File: src/rtl/alu_seq_ctrl.sv
// Three-state sequencer (IDLE/EXEC/WB) that feeds an external combinational ALU
// from a 4-entry register file and writes the captured result back.
module alu_seq_ctrl #(
    parameter int unsigned DATA_W = 8
) (
    input  logic              clk,
    input  logic              rst_n,
    input  logic              instr_valid,
    output logic              instr_ready,
    input  logic [15:0]       instr,
    output logic [DATA_W-1:0] alu_a,
    output logic [DATA_W-1:0] alu_b,
    output logic [2:0]        alu_sel,
    input  logic [DATA_W-1:0] alu_out,
    input  logic              alu_zero,
    output logic [DATA_W-1:0] result,
    output logic              zero_flag,
    output logic              done,
    output logic              err,
    input  logic [1:0]        dbg_addr,
    output logic [DATA_W-1:0] dbg_data
);

    typedef enum logic [1:0] {StIdle, StExec, StWb} state_e;

    localparam logic [2:0] OpLdi = 3'b101;

    state_e              state_q, state_d;
    logic [2:0]          op_q;
    logic [1:0]          rd_q;
    logic [7:0]          imm_q;
    logic [DATA_W-1:0]   cap_out_q;
    logic                cap_zero_q;
    logic [DATA_W-1:0]   rf_q [4];

    logic [2:0] in_op;
    logic [1:0] in_rd, in_rs;
    logic       accept;
    logic       op_is_alu, op_is_ldi, op_is_illegal;

    assign in_op  = instr[15:13];
    assign in_rd  = instr[12:11];
    assign in_rs  = instr[10:9];
    assign accept = instr_valid && instr_ready;

    assign op_is_alu     = (op_q <= 3'd4);
    assign op_is_ldi     = (op_q == OpLdi);
    assign op_is_illegal = (op_q[2:1] == 2'b11);

    assign dbg_data = rf_q[dbg_addr];

    always_comb begin
        state_d     = state_q;
        instr_ready = 1'b0;
        unique case (state_q)
            StIdle: begin
                instr_ready = 1'b1;
                if (instr_valid) state_d = StExec;
            end
            StExec:  state_d = StWb;
            StWb:    state_d = StIdle;
            default: state_d = StIdle;
        endcase
    end

    always_ff @(posedge clk or negedge rst_n) begin
        if (!rst_n) begin
            state_q    <= StIdle;
            op_q       <= '0;
            rd_q       <= '0;
            imm_q      <= '0;
            cap_out_q  <= '0;
            cap_zero_q <= 1'b0;
            alu_a      <= '0;
            alu_b      <= '0;
            alu_sel    <= '0;
            result     <= '0;
            zero_flag  <= 1'b0;
            done       <= 1'b0;
            err        <= 1'b0;
            for (int i = 0; i < 4; i++) rf_q[i] <= '0;
        end else begin
            state_q <= state_d;
            // Pulses are registered so they are high exactly during the WB cycle.
            done    <= (state_q == StExec);
            err     <= (state_q == StExec) && op_is_illegal;

            if (accept) begin
                op_q  <= in_op;
                rd_q  <= in_rd;
                imm_q <= instr[7:0];
                if (in_op <= 3'd4) begin
                    alu_a   <= rf_q[in_rd];
                    alu_b   <= rf_q[in_rs];
                    alu_sel <= in_op;
                end
            end

            if (state_q == StExec) begin
                cap_out_q  <= alu_out;
                cap_zero_q <= alu_zero;
            end

            if (state_q == StWb) begin
                if (op_is_alu) begin
                    rf_q[rd_q] <= cap_out_q;
                    result     <= cap_out_q;
                    zero_flag  <= cap_zero_q;
                end else if (op_is_ldi) begin
                    rf_q[rd_q] <= DATA_W'(imm_q);
                    result     <= DATA_W'(imm_q);
                end
            end
        end
    end

endmodule

File: config.mk
export PLATFORM = sky130hd
export DESIGN_NAME = alu_seq_ctrl
export DESIGN_NICKNAME = d
export VERILOG_FILES = /design/src/rtl/alu_seq_ctrl.sv
export SDC_FILE = /design/constraint.sdc
export NUM_CORES = 1
export LEC_CHECK = 0
export BUFFER_PORTS_ARGS = -buffer_cell sky130_fd_sc_hd__buf_2
export CAP_MARGIN = 20
export CORE_UTILIZATION = 60
export DETAILED_ROUTE_END_ITERATION = 10
export PLACE_DENSITY = 0.83
export SLEW_MARGIN = 0
export SYNTH_ARGS = -nofsm -noshare
export SYNTH_HDL_FRONTEND = slang
export SYNTH_SLANG_ARGS = --single-unit
File: constraint.sdc
create_clock -name clk -period 3 [get_ports clk]
set_clock_uncertainty 0.2 [all_clocks]
set_input_delay 0.75 -clock clk [delete_from_list [all_inputs] [get_ports clk]]
set_output_delay 0.75 -clock clk [all_outputs]
set_load 0.01 [all_outputs]
==> results <==
- Registers take 2152 sq um.
- Setup total negative slack on the finished layout was measured at 0 ps.
- The post-synthesis share of cell area spent on and, or, nand and nor gates is 4.115%.
- The floorplan step set the die width to 83.17 microns.
- The area growth from synthesis to layout is 14.94%.
- The largest vdd supply drop is 0.0004837 V.
- The smallest clock period supported by the final layout is computed as 2685 ps.
- The top-level port count is 69.
- The share of the yosys chip area belonging to registers is 54.45%.
- By area, the combinational part of the netlist is dominated by multiplexers.
- The slowest stage of the critical path belongs to the cell mux4_2.
- STA classifies the critical path startpoint as an input pin.
- The root buffer selected by CTS is clkbuf_8.
- Counting flops with a built-in enable in the synthesized netlist gives 0.
- The cell area after layout is 4543 sq um.
- Buffers inserted to repair hold after CTS numbered 0.
- The number of levels in the clock H-tree is 3.
- The combined area of the multi-input logic cells is 1738 sq um.
- The dominant cell type by count on the critical path is buf_2.
- The count of distinct cell types in the synthesized netlist is 25.
- The worst setup path is captured at an output pin.
- The power share of the clock group is 18.5%.
- The global-route total usage across every layer is 25.26%.
- The via count of the first global-routing pass is 2476.
- The core area is 6350 sq um.
- The number of fill cells is 422.
- For this design, the sink count on the clock tree is 86.
- The worst reg-to-reg path cell count is 3.
- For this run, the detailed router's first-pass iteration total came to 4.
- At the end of the flow, the number of nets in the layout was 334.
- The top achievable clock speed is 0.3725 GHz.
- Summed over all nets, the switching power comes to 1323 uW.
- For the pin with the worst max-slew slack, the measured transition is 674.8 ps.
- Summing the areas of all compound-gate instances in the mapped netlist gives 1.393% of the synthesized area.
- The average cell area after synthesis is 16.96 sq um.
- The combinational fraction of design power is 34.5%.
- The number of buffers and inverters on the critical path is 2.
- The final count of hold timing violations is 0.
- The multiplexer fraction of the synthesized cell area is 38.46%.
- The critical path depth is 3.
- The maximum count of clock buffers along a single path is 2.
- The initial antenna violation count came to 0.
- The remaining global-route overflow is 0.
- The final non-filler cell total is 385.
- The estimated wirelength of the detail-placed design is 5.267 mm.
- The placed instance count is 370.
- The area share of fa/ha/maj cells after synthesis is 0%.
- Setup violations remaining at the end of the flow were counted as 0.
- Counting flops with an async set or reset pin after synthesis yields a share of 100.0%.
- The number of antenna diodes in the final layout is 0.
- For the worst setup path, the data arrival time is 1730 ps.
- The flow ran to the end, and the final reports show no timing, DRC or antenna violations.
- The power density relative to cell area is 938.1 nW/um^2.
- Entering global routing, the biggest net connects 32 pins.
- The global placer's final weighted congestion is 0.7489.
- The clock tree from TritonCTS is built.
- The setup slack of the worst register-to-register path is 1030 ps.
- The wire length reported by the detailed router is 7.647 mm.
- During synthesis, Yosys emitted a total of 0 warnings.
- In this run the tightest slew margin relative to its limit is 54.83%.
- Of all nets on the critical path, the largest fanout is 8.
- The path class of the tightest hold or removal check is in -> async.
- The main flop type after synthesis is dfrtp_1.
- The number of buffers inserted by port buffering is 67.
- After detailed routing, the number of remaining DRC violations is 0.
- Per report_power, the sequential group accounts for 47.0% of the total.
- The dominant delay contributor by cell family on the critical path is multiplexers.
- Synthesis handed over a netlist of 233 instances.
- The critical path goes through buf_2 -> mux4_2 -> buf_2.
- The clock network latency to the later pin of the worst-skew pair is 350 ps.
- The startpoint of the worst register-to-register path is state_q[0].
- The initialized floorplan defines 29 standard-cell rows.
- The height of the die is 83.17 microns.
- The share of layout cells above drive strength 1 is 67.21%.
- The cell area after technology mapping is 3953 sq um.
- For this block, the initial DRC count from the detailed router was 116.
- The first global-routing pass estimated 13.02 mm of wire.
- The count of final max-slew check failures is 0.
- The critical path launch point is dbg_addr[0].
- Setup repair after global routing left no endpoint under its margin.
- The count of nets left with antenna violations once routing finished came out at 0.
- The wire length per cell is 19.86 microns.
- The cell-internal power is 2939 uW.
- The placement-stage cell area is 4354 sq um.
- The post-synthesis xor/xnor area fraction is 0%.
- The type of the worst setup path is in -> out.
- The critical path data required time is 2050 ps.
- The area enclosed by the die boundary is 6916 sq um.
- The critical path's largest stage delay is 550 ps.
- The total CTS buffers is 9.
- Synthesis inferred 86 register bits.
- Of the available clock period, the critical path in the final layout requires 89.50%.
- The initial standard-cell utilization of the core is 62.25%.
- The fraction of power spent switching nets is 31.03%.
- The final route contains 2313 vias.
- The post-detailed-route via-to-cell ratio is 6.008.
- Across the run, the number of max-cap violations was 0.
- The post-CTS setup repair buffer count is 0.
- The number of nets handed over by synthesis was 263.
- After clock tree synthesis, the clock-pin slew on the worst setup and hold paths is 90 ps.
- The static leakage is 0.002056 uW.
- Post-CTS repair changed the size of 0 cells.
[state kept, by name (all words and copies together) (netlist names), 2 cells and up]
signal / flops
rd_q: 2
cap_out_q: 8
alu_b: 8
imm_q: 8
rf_q: 32
alu_a: 8
result: 8
op_q: 3
state_q: 2
alu_sel: 3
[path summary, 6_finish.rpt]
check,to
worst max-delay path,dbg_data[6]
worst min-delay path,alu_b[5]
worst max register to register,rf_q[27]
worst min register to register,alu_a[5]
max in group asynchronous,rf_q[1]
min in group clk,alu_a[5]
[per-layer routing]
| layer | vias up | GRT usage, % | part of all wire (%) |
|---|---|---|---|
| met5 | - | 0 | 0 |
| met4 | 0 | 10.66 | 1.9 |
| met3 | 12 | 5.070 | 4.9 |
| met2 | 72 | 39.27 | 49 |
| met1 | 1202 | 35.29 | 44 |
| li1 | 1027 | - | - |
[cell usage in the layout, fill, tap and decap left out]
master	instances
mux2_2	87
dfrtp_1	86
buf_2	66
mux4_2	24
clkbuf_8	10
buf_4	5
nor2_1	3
a21oi_1	3
and2b_2	2
nand2_1	2
nand4b_2	2
a2bb2oi_1	2
clkinv_2	2
and3_1	1
o21ai_2	1
nor2b_4	1
and4_1	1
nor3b_2	1
o21ai_0	1
nand2_4	1
nor2b_1	1
nand2b_4	1
a21oi_2	1
nor4b_4	1
clkinvlp_4	1
clkbuf_1	1
bufinv_16	1
[per-stage QoR]
| stage | power [uW] | util [%] | setup slack, ps | hold WS (ps) |
|---|---|---|---|---|
| after floorplan | 2982 | - | 511.6 | 254.4 |
| after global placement | 3416 | 68.57 | 282.7 | 278.1 |
| after detailed placement | 3501 | 68.57 | 285.3 | 288.0 |
| after CTS | 4300 | 71.55 | 284.9 | 124.2 |
| after global routing | 4520 | 71.55 | 242.0 | 149.3 |
| final | 4262 | 71.55 | 315.1 | 121.2 |
[final cells by class]
cell class              count  area share [%]
repair buffers             71           8.097
clock inverters             4           1.047
multi-input cells         136           38.25
well taps                  77           2.121
clock buffers              11           3.112
flip-flops and latches     86           47.37
[power by group through the flow]
| stage | combinational [uW] | sequential (uW) | clock [uW] |
|---|---|---|---|
| 2_1_floorplan | 973 | 2010 | 0 |
| 3_3_place_gp | 1440 | 1980 | 0 |
| 3_5_place_dp | 1480 | 2020 | 0 |
| 4_1_cts | 1490 | 2000 | 809 |
| 5_1_grt | 1590 | 2080 | 854 |
| 6_report | 1470 | 2000 | 788 |
[kinds of logic (layout without fill, tap and decap cells)]
| family | after synthesis | count (layout) |
|---|---|---|
| AOI/OAI and AO/OA | 8 | 8 |
| buffers and inverters | 11 | 86 |
| DFF | 86 | 86 |
| muxes | 111 | 111 |
| and+or+nand+nor | 17 | 17 |
[synthesized netlist by cell type, types with 2 or more instances]
master	n	area [sq um]
nand4b_2	2	30.03
nor2_1	3	11.26
dfrtp_1	86	2152
buf_1	2	7.510
a21oi_1	3	15.01
nand2_1	2	7.510
buf_4	2	15.01
buf_2	5	25.02
mux2_2	87	979.7
mux4_2	24	540.5
and2b_2	2	17.52
a2bb2oi_1	2	17.52
[worst reg2reg max path, delay by kind of cell, from the launching register on]
kind,cells,cell delay [ps]
simple gates,2,790
mux,1,410
flops,1,470
No activity file was read; power rests on OpenSTA's default activity.
